--- src/rtl/seg7_pkg.sv ---
// Shared definitions for the seven-segment scan driver: glyph table,
// output polarity helper and scan-index width helper.
package seg7_pkg;

  // Largest display supported by the driver.
  localparam int MAX_DIGITS = 8;

  // Active-high glyphs, bit order {g,f,e,d,c,b,a}, indexed by digit value.
  localparam logic [6:0] SEG7_GLYPH [16] = '{
    7'h3F,  // 0
    7'h06,  // 1
    7'h5B,  // 2
    7'h4F,  // 3
    7'h66,  // 4
    7'h6D,  // 5
    7'h7D,  // 6
    7'h07,  // 7
    7'h7F,  // 8
    7'h6F,  // 9
    7'h77,  // A
    7'h7C,  // b
    7'h39,  // C
    7'h5E,  // d
    7'h79,  // E
    7'h71   // F
  };

  // XOR mask that converts active-high drive levels to pin levels.
  // It also equals the "inactive" pin level for every segment/anode.
  function automatic logic [7:0] polarity_mask(input bit active_low);
    return active_low ? 8'hFF : 8'h00;
  endfunction

  // Width of the scan index register; never narrower than one bit.
  function automatic int scan_idx_w(input int num_digits);
    return (num_digits > 1) ? $clog2(num_digits) : 1;
  endfunction

endpackage

--- src/rtl/seg7_decode.sv ---
// Combinational hex-to-seven-segment decoder (active-high segments).
module seg7_decode
  import seg7_pkg::*;
(
  input  logic [3:0] value,
  output logic [6:0] seg
);

  // All sixteen codes map to a defined glyph, so no default case is needed.
  always_comb begin
    seg = SEG7_GLYPH[value];
  end

endmodule

--- src/rtl/seg7_scan_driver.sv ---
// Multiplexed seven-segment scan driver for a common-anode display.
// A prescaler divides the clock into digit slots; each slot starts with a
// short all-dark blanking window, then lights the current digit. Digit values
// are snapshotted once per frame so a frame never mixes old and new digits.
// Segment, dp and anode outputs are registered.
// Optional build macro: SEG7_LZB_EN enables leading-zero blanking.
module seg7_scan_driver
  import seg7_pkg::*;
#(
  parameter int NUM_DIGITS   = 4,
  parameter int REFRESH_DIV  = 25000,
  parameter int BLANK_CYCLES = 2,
  parameter int ACTIVE_LOW   = 1
) (
  input  logic                    clk,
  input  logic                    rst,
  input  logic                    enable,
  input  logic [4*NUM_DIGITS-1:0] digits_in,
  input  logic [NUM_DIGITS-1:0]   dp_in,
  output logic [6:0]              seg_out,
  output logic                    dp_out,
  output logic [NUM_DIGITS-1:0]   an_out,
  output logic                    frame_tick
);

  localparam int IW = scan_idx_w(NUM_DIGITS);
  localparam int PW = (REFRESH_DIV > 1) ? $clog2(REFRESH_DIV) : 1;

  localparam logic [PW-1:0] PRESC_LAST = PW'(REFRESH_DIV - 1);
  localparam logic [PW-1:0] BLANK_END  = PW'(BLANK_CYCLES);
  localparam logic [IW-1:0] IDX_LAST   = IW'(NUM_DIGITS - 1);

  localparam logic [7:0]            POL_MASK = polarity_mask(ACTIVE_LOW != 0);
  localparam logic [6:0]            SEG_OFF  = POL_MASK[6:0];
  localparam logic [NUM_DIGITS-1:0] AN_OFF   = POL_MASK[NUM_DIGITS-1:0];
  localparam logic                  DP_OFF   = POL_MASK[0];

  // Scan state
  logic [PW-1:0] presc;
  logic [IW-1:0] idx;
  logic          primed;

  // Per-frame digit snapshot
  logic [4*NUM_DIGITS-1:0] snap_digits;
  logic [NUM_DIGITS-1:0]   snap_dp;

  // Slot control and muxed digit
  logic                  presc_tc;
  logic                  frame_wrap;
  logic                  take_snap;
  logic [3:0]            cur_value;
  logic                  cur_dp;
  logic                  cur_blank;
  logic [6:0]            glyph;
  logic [NUM_DIGITS-1:0] an_hot;
  logic                  slot_lit;

  // Terminal count, frame wrap, and when to capture a fresh snapshot.
  // The very first enabled cycle after reset only primes the snapshot.
  always_comb begin
    presc_tc   = (presc == PRESC_LAST);
    frame_wrap = presc_tc && (idx == IDX_LAST);
    take_snap  = enable && (!primed || frame_wrap);
  end

  // Prescaler and scan index; everything holds while enable is low, so a
  // disable on the terminal-count cycle also suppresses the index advance.
  // On the priming cycle the prescaler stays at 0 so the first frame has
  // the same shape as every later one.
  always_ff @(posedge clk or negedge rst) begin
    if (!rst) begin
      presc  <= '0;
      idx    <= '0;
      primed <= 1'b0;
    end else if (enable) begin
      if (!primed) begin
        primed <= 1'b1;
      end else if (presc_tc) begin
        presc <= '0;
        idx   <= (idx == IDX_LAST) ? '0 : idx + 1'b1;
      end else begin
        presc <= presc + 1'b1;
      end
    end
  end

  // Snapshot registers and the frame pulse that marks each capture.
  always_ff @(posedge clk or negedge rst) begin
    if (!rst) begin
      snap_digits <= '0;
      snap_dp     <= '0;
      frame_tick  <= 1'b0;
    end else begin
      frame_tick <= take_snap;
      if (take_snap) begin
        snap_digits <= digits_in;
        snap_dp     <= dp_in;
      end
    end
  end

`ifdef SEG7_LZB_EN
  logic [NUM_DIGITS-1:0] blank_next;
  logic [NUM_DIGITS-1:0] snap_blank;
  logic                  zero_above;

  // A digit blanks when it and every higher digit are zero with no dp
  // requested; digit 0 always stays lit.
  always_comb begin
    blank_next = '0;
    zero_above = 1'b1;
    for (int k = NUM_DIGITS - 1; k >= 1; k--) begin
      zero_above    = zero_above && (digits_in[4*k +: 4] == 4'h0) && !dp_in[k];
      blank_next[k] = zero_above;
    end
  end

  // Blank mask is captured alongside the digits so it matches the frame.
  always_ff @(posedge clk or negedge rst) begin
    if (!rst) begin
      snap_blank <= '0;
    end else if (take_snap) begin
      snap_blank <= blank_next;
    end
  end

  // Blank flag of the digit currently being scanned.
  always_comb begin
    cur_blank = snap_blank[idx];
  end
`else
  // Without leading-zero blanking every digit is lit in its slot.
  always_comb begin
    cur_blank = 1'b0;
  end
`endif

  // Select the digit for the current slot from the frame snapshot.
  always_comb begin
    cur_value = snap_digits[{idx, 2'b00} +: 4];
    cur_dp    = snap_dp[idx];
  end

  seg7_decode u_decode (
    .value (cur_value),
    .seg   (glyph)
  );

  // One-hot anode for the current index, lit only after the blanking window.
  always_comb begin
    an_hot      = '0;
    an_hot[idx] = 1'b1;
    slot_lit    = primed && (presc >= BLANK_END) && !cur_blank;
  end

  // Registered pin drivers. Segments follow the index one cycle after it
  // changes, which lands inside the dark window before the anode turns on.
  // While disabled the anodes go dark and the segment levels are held.
  always_ff @(posedge clk or negedge rst) begin
    if (!rst) begin
      an_out  <= AN_OFF;
      seg_out <= SEG_OFF;
      dp_out  <= DP_OFF;
    end else if (!enable) begin
      an_out <= AN_OFF;
    end else begin
      an_out  <= slot_lit ? (an_hot ^ AN_OFF) : AN_OFF;
      seg_out <= glyph ^ SEG_OFF;
      dp_out  <= cur_dp ^ DP_OFF;
    end
  end

endmodule

--- config.mk ---
export PLATFORM = sky130hd
export DESIGN_NAME = seg7_scan_driver
export DESIGN_NICKNAME = d
export VERILOG_FILES = /design/src/rtl/seg7_pkg.sv /design/src/rtl/seg7_decode.sv /design/src/rtl/seg7_scan_driver.sv
export SDC_FILE = /design/constraint.sdc
export NUM_CORES = 1
export LEC_CHECK = 0
export ABC_AREA = 1
export CAP_MARGIN = 20
export CORE_ASPECT_RATIO = 1.2
export CORE_MARGIN = 8
export CORE_UTILIZATION = 55
export DETAILED_ROUTE_END_ITERATION = 8
export HOLD_SLACK_MARGIN = 0.15
export PLACE_DENSITY = 0.86
export SLEW_MARGIN = 5
export SYNTH_ARGS = -nofsm -noshare
export SYNTH_HDL_FRONTEND = slang
export SYNTH_SLANG_ARGS = --single-unit
--- constraint.sdc ---
create_clock -name clk -period 1.9 [get_ports clk]
set_clock_uncertainty 0.1 [all_clocks]
set_input_delay 0.57 -clock clk [delete_from_list [all_inputs] [get_ports clk]]
set_output_delay 0.57 -clock clk [all_outputs]
set_load 0.005 [all_outputs]
# Word level (Yosys, flattened, before mapping)
# Memories as Yosys holds them, arrays and structs flattened.
# Cells that the tools add are included.
# Widths: inputs -> output; s select.
# word_totals
register_bits	51
latchBits	0
ramBits	0
mem_bits_ro	112
in_bits	23
output_inout_bits	13
elab_cells	41
memories	1
# memory_table
name	words	word_bits	rd	rd_ports_with_merged_regs	write_ports	line_no	source
(name not given)	16	7	1	0	0	seg7_decode.sv:11	seg = SEG7_GLYPH[value];
# op_classes
n_addsub	2
n_mul	0
div	0
n_lt_le_gt_ge	4
eq_ne	2
shift	1
n_mux	10
bitwise_logic	4
reduce_logical	8
# op_table
operator	count
$shiftx 16x5->4	1
$add 15x1->15 const B	1
$eq 15x15->1 const B	1
$ge 15x2->1 const B	1
$mux 15	1
$mux 7	2
$mux 4	2
$not 7->7	1
$ge 5x5->1 const B	1
$not 4->5	1
$logic_and 1x1->1	4
$not 4->4	1
$lt 2x3->1 const B	1
$reduce_and 3->1	1
$add 2x1->2 const B	1
$bmux 1 s2	1
$demux 1 s2	1
$eq 2x2->1 const B	1
$ge 2x1->1 const B	1
$mux 1	2
$mux 2	1
$reduce_and 2->1	1
$logic_not 1->1	1
$logic_or 1x1->1	1
$not 1->1	1

# Logic depth before layout (Yosys ltp)
# depth
word_depth	7
mapped_depth	13
ltp_nobuf	12

# By module
# A second synthesis with hierarchy kept.
# unflattened
hier_cells	381
hier_area_um2	2962.8
# modules_own_cells
module	instances	cells_per_inst	area_per_inst_um2
seg7_scan_driver	1	329	2692.6
seg7_decode	1	52	270.3

# Worst setup path after synthesis
# OpenSTA, ideal clock, no wires.
# synth_path
path_kind	reg2reg
start	reg idx[0]
end	reg seg_out[0]
setup_ns	0.076
arrival_ns	1.452
setup_slack_ns	0.272
stages_incl_launch_ff	13
path_buffers	1
path_cell_list	dfrtp_1 inv_2 buf_6 nand2_1 nand3_1 nand2_1 ha_1 inv_1 nand3_1 nand3_1 nand2_1 nand2_1 nand2_1
# synth_via
elab_chain_len	6
# synth_lines
item	line_no	source
from (decl)	seg7_scan_driver.sv:40	logic [IW-1:0] idx;
from (signal assigned)	seg7_scan_driver.sv:80	idx <= (idx == IDX_LAST) ? '0 : idx + 1'b1;
$shiftx 16x5->4	seg7_scan_driver.sv:140	cur_value = snap_digits[{idx, 2'b00} +: 4];
$not 4->5 (not written as such)	seg7_decode.sv:11	
$mem_v2 16x7	n/a	
$mux 7 (not written as such) (2 in series)	seg7_decode.sv:11	
$not 7->7 (no line)	n/a	
to (signal assigned)	seg7_scan_driver.sv:168	seg_out <= glyph ^ SEG_OFF;
to (decl)	seg7_scan_driver.sv:20	output logic [6:0] seg_out,
# No other way between the ends. The select of a mux whose other input is x is not followed.
# A chain may end at the register's enable or synchronous reset.

# Worst setup path in the final report
# layout_path
start	reg idx[0]
end	reg seg_out[5]
# The elaborated chain is that of the path after synthesis.

==> out/metrics.yaml <==
outcome: "completed"
n_antenna_cell: 0
cap_violations: 0
cp-end-kind: "flip-flop"
synth_seq_cells: 51
place_area_sq_um: 3320
vias: 2591
tritoncts: "done"
r2r_slack_ns: 0.08
start_kind: "flip-flop"
worstPathArrival_ns: 1.96
io_pins: 36
numPortBuffers: 35
fmax_ghz: 0.550
coreArea_sq_um: 4940
die_h_microns: 94.4
drtPass1Iterations: 5
nNetsFinal: 451
antenna_found_initial: 0
wl_per_cell_microns: 13.6
synthDistinctLibCells: 30
async_flop_share_pct: 100
grt_max_degree: 52
postRouteAntennaNets: 0
root_buffer: "clkbuf_8"
hpwl_microns: 4790
grt_overflow_total: 0
yosysMostFrequentCell: "nand2_1"
viasPerCell: 5.42
grt_pass1_vias: 2510
clock_sinks: 51
r2r-end: "seg_out[5]"
initial_core_util_pct: 57.0
gp_congestion: 0.951
avgSynthCellArea_sq_um: 7.69
area_growth_pct: 23.3
finalCritPeriodShare_pct: 95.7
synth_area_leader_cell: "dfrtp_1"
hold_violations: 0
layout_setup_ws_ns: 0.0813
clk_pin_slew_worst_paths_ns: 0.09
ir_worst_vdd_mv: 0.456
crit_path_max_fanout: 7
syn-cell-area_sq_um: 2810
die_x_microns: 81.3
leakage_uw: 0.00175
cts_buffer_depth: 2
synth_cells: 366
regToRegStartpoint: "idx[0]"
synth_area_leaders: "dfrtp_1, nand2_1, dfstp_2"
first_iter_violations: 235
ys_seq_area_share_pct: 45.9
final_cell_area_sq_um: 3470
hold_depth: 1
relSlewSlack_pct: 77.3
dp_slack_ns: -0.150
crit_type: "flip-flop to flip-flop"
grt_pass1_wl_microns: 11200
tightest_slew_ns: 0.339
drt_drc_violations_left: 0
min_period_ns: 1.82
drive_gt1_share_pct: 14.4
rows: 28
syn_nets: 400
synth_top_area_share_pct: 34.7
power_density_nw_per_um2: 695
hold_class: "flip-flop to flip-flop"
worstPathRequired_ns: 2.04
grt_use_total_pct: 18.1
clk_latency_ns: 0.31
fp.dieArea_sq_um: 7670
synth_edf_count: 0
r2r_cells: 10
setup_viol: 0
hold_end: "an_out[3]"
ys_top_cells_by_count: "nand2_1, nand3_1, dfrtp_1"
drt_wl_total_microns: 6490
htree_num_levels: 2
slew_viol_final: 0
cts-buffers-inserted: 5
yosys_warnings: 0
hp-start: "primed"
synth_flop_cell: "dfrtp_1"
[flip-flops by register name, summed over array words and instances, names as in the netlist]
register and cells:
snap_digits 16, presc 15, seg_out 7, an_out 4, snap_dp 4, idx 2
dp_out 1, frame_tick 1, primed 1
[worst max-delay path by stage]
stage,to,start
after floorplan,seg_out[0],idx[0]
after global placement,presc[10],enable
after detailed placement,presc[10],enable
after CTS,seg_out[0],idx[0]
after global routing,seg_out[5],idx[0]
final,seg_out[5],idx[0]
[cell type report]
| class | instances | area (sq um) |
|---|---|---|
| Multi-Input combinational cell | 275 | 1380 |
| Fill cell | 396 | 1470 |
| Timing Repair Buffer | 55 | 512 |
| Sequential cell | 51 | 1290 |
| Inverter | 29 | 114 |
| Tap cell | 60 | 75.1 |
| Clock buffer | 8 | 100 |
[cell usage in the layout, fill, tap and decap left out, drive strengths merged, types with 7 or more instances in the layout]
| cell | n |
|---|---|
| clkbuf | 8 |
| nor3 | 9 |
| buf | 20 |
| clkdlybuf4s50 | 22 |
| nand2 | 141 |
| dfstp | 12 |
| ha | 11 |
| nor2 | 21 |
| dfrtp | 39 |
| nand4 | 7 |
| dlygate4sd2 | 12 |
| inv | 28 |
| nand3 | 63 |
[worst max-delay path, stage by stage (launching register included)]
cell     delay [ns]
dfrtp_2        0.48
inv_4          0.11
nand2_1        0.05
nand3_1        0.13
nand2_4        0.10
inv_1          0.11
ha_1           0.17
nand3_1        0.13
nand2_1        0.14
nand2_1        0.08
a21oi_2        0.15
[metrics by stage]
step                total power [uW]  util [%]  hold WS, ns  TNS, ns  instances
detailed placement              1740      67.3        0.342    -1.61        468
global route                    2530      70.2        0.378  -0.0625        478
CTS                             2420      69.3        0.355        0        477
floorplan                       1570         -        0.174        0        366
finish                          2410      70.2        0.352        0        478
global placement                1730      67.3        0.350   -0.329        468
[layer usage]
metal / track usage (%) / share of wire, % / up-vias
met5: 0 / 0 / -
met1: 23.3 / 44 / 1211
li1: - / - / 1282
met2: 28.6 / 50 / 82
met4: 8.36 / 2.0 / 0
met3: 3.61 / 4.1 / 16
[cells by family (layout without fill, tap and decap cells)]
group	Yosys count	in the layout	share of synthesized area (%)
simple gates	245	245	38.4
xor+xnor	6	6	1.87
fa+ha+maj	11	11	4.89
compound gates	13	13	2.53
buf+inv	40	92	6.45
flops	51	51	45.9
[what timing repair did]
item                                   CTS  global route
resized for setup                       13            11
setup buffers                            0             1
hold buffers                             1             0
endpoints found under the hold margin    4             0
setup endpoints to repair               14             7
pin swaps                                0             0
[power by group]
| group | leakage (uW) | switching (uW) | internal [uW] |
|---|---|---|---|
| clock network | 0.0000515 | 348 | 333 |
| logic | 0.00106 | 246 | 167 |
| registers | 0.000631 | 135 | 1180 |
Power figures use the tool's default switching activity.
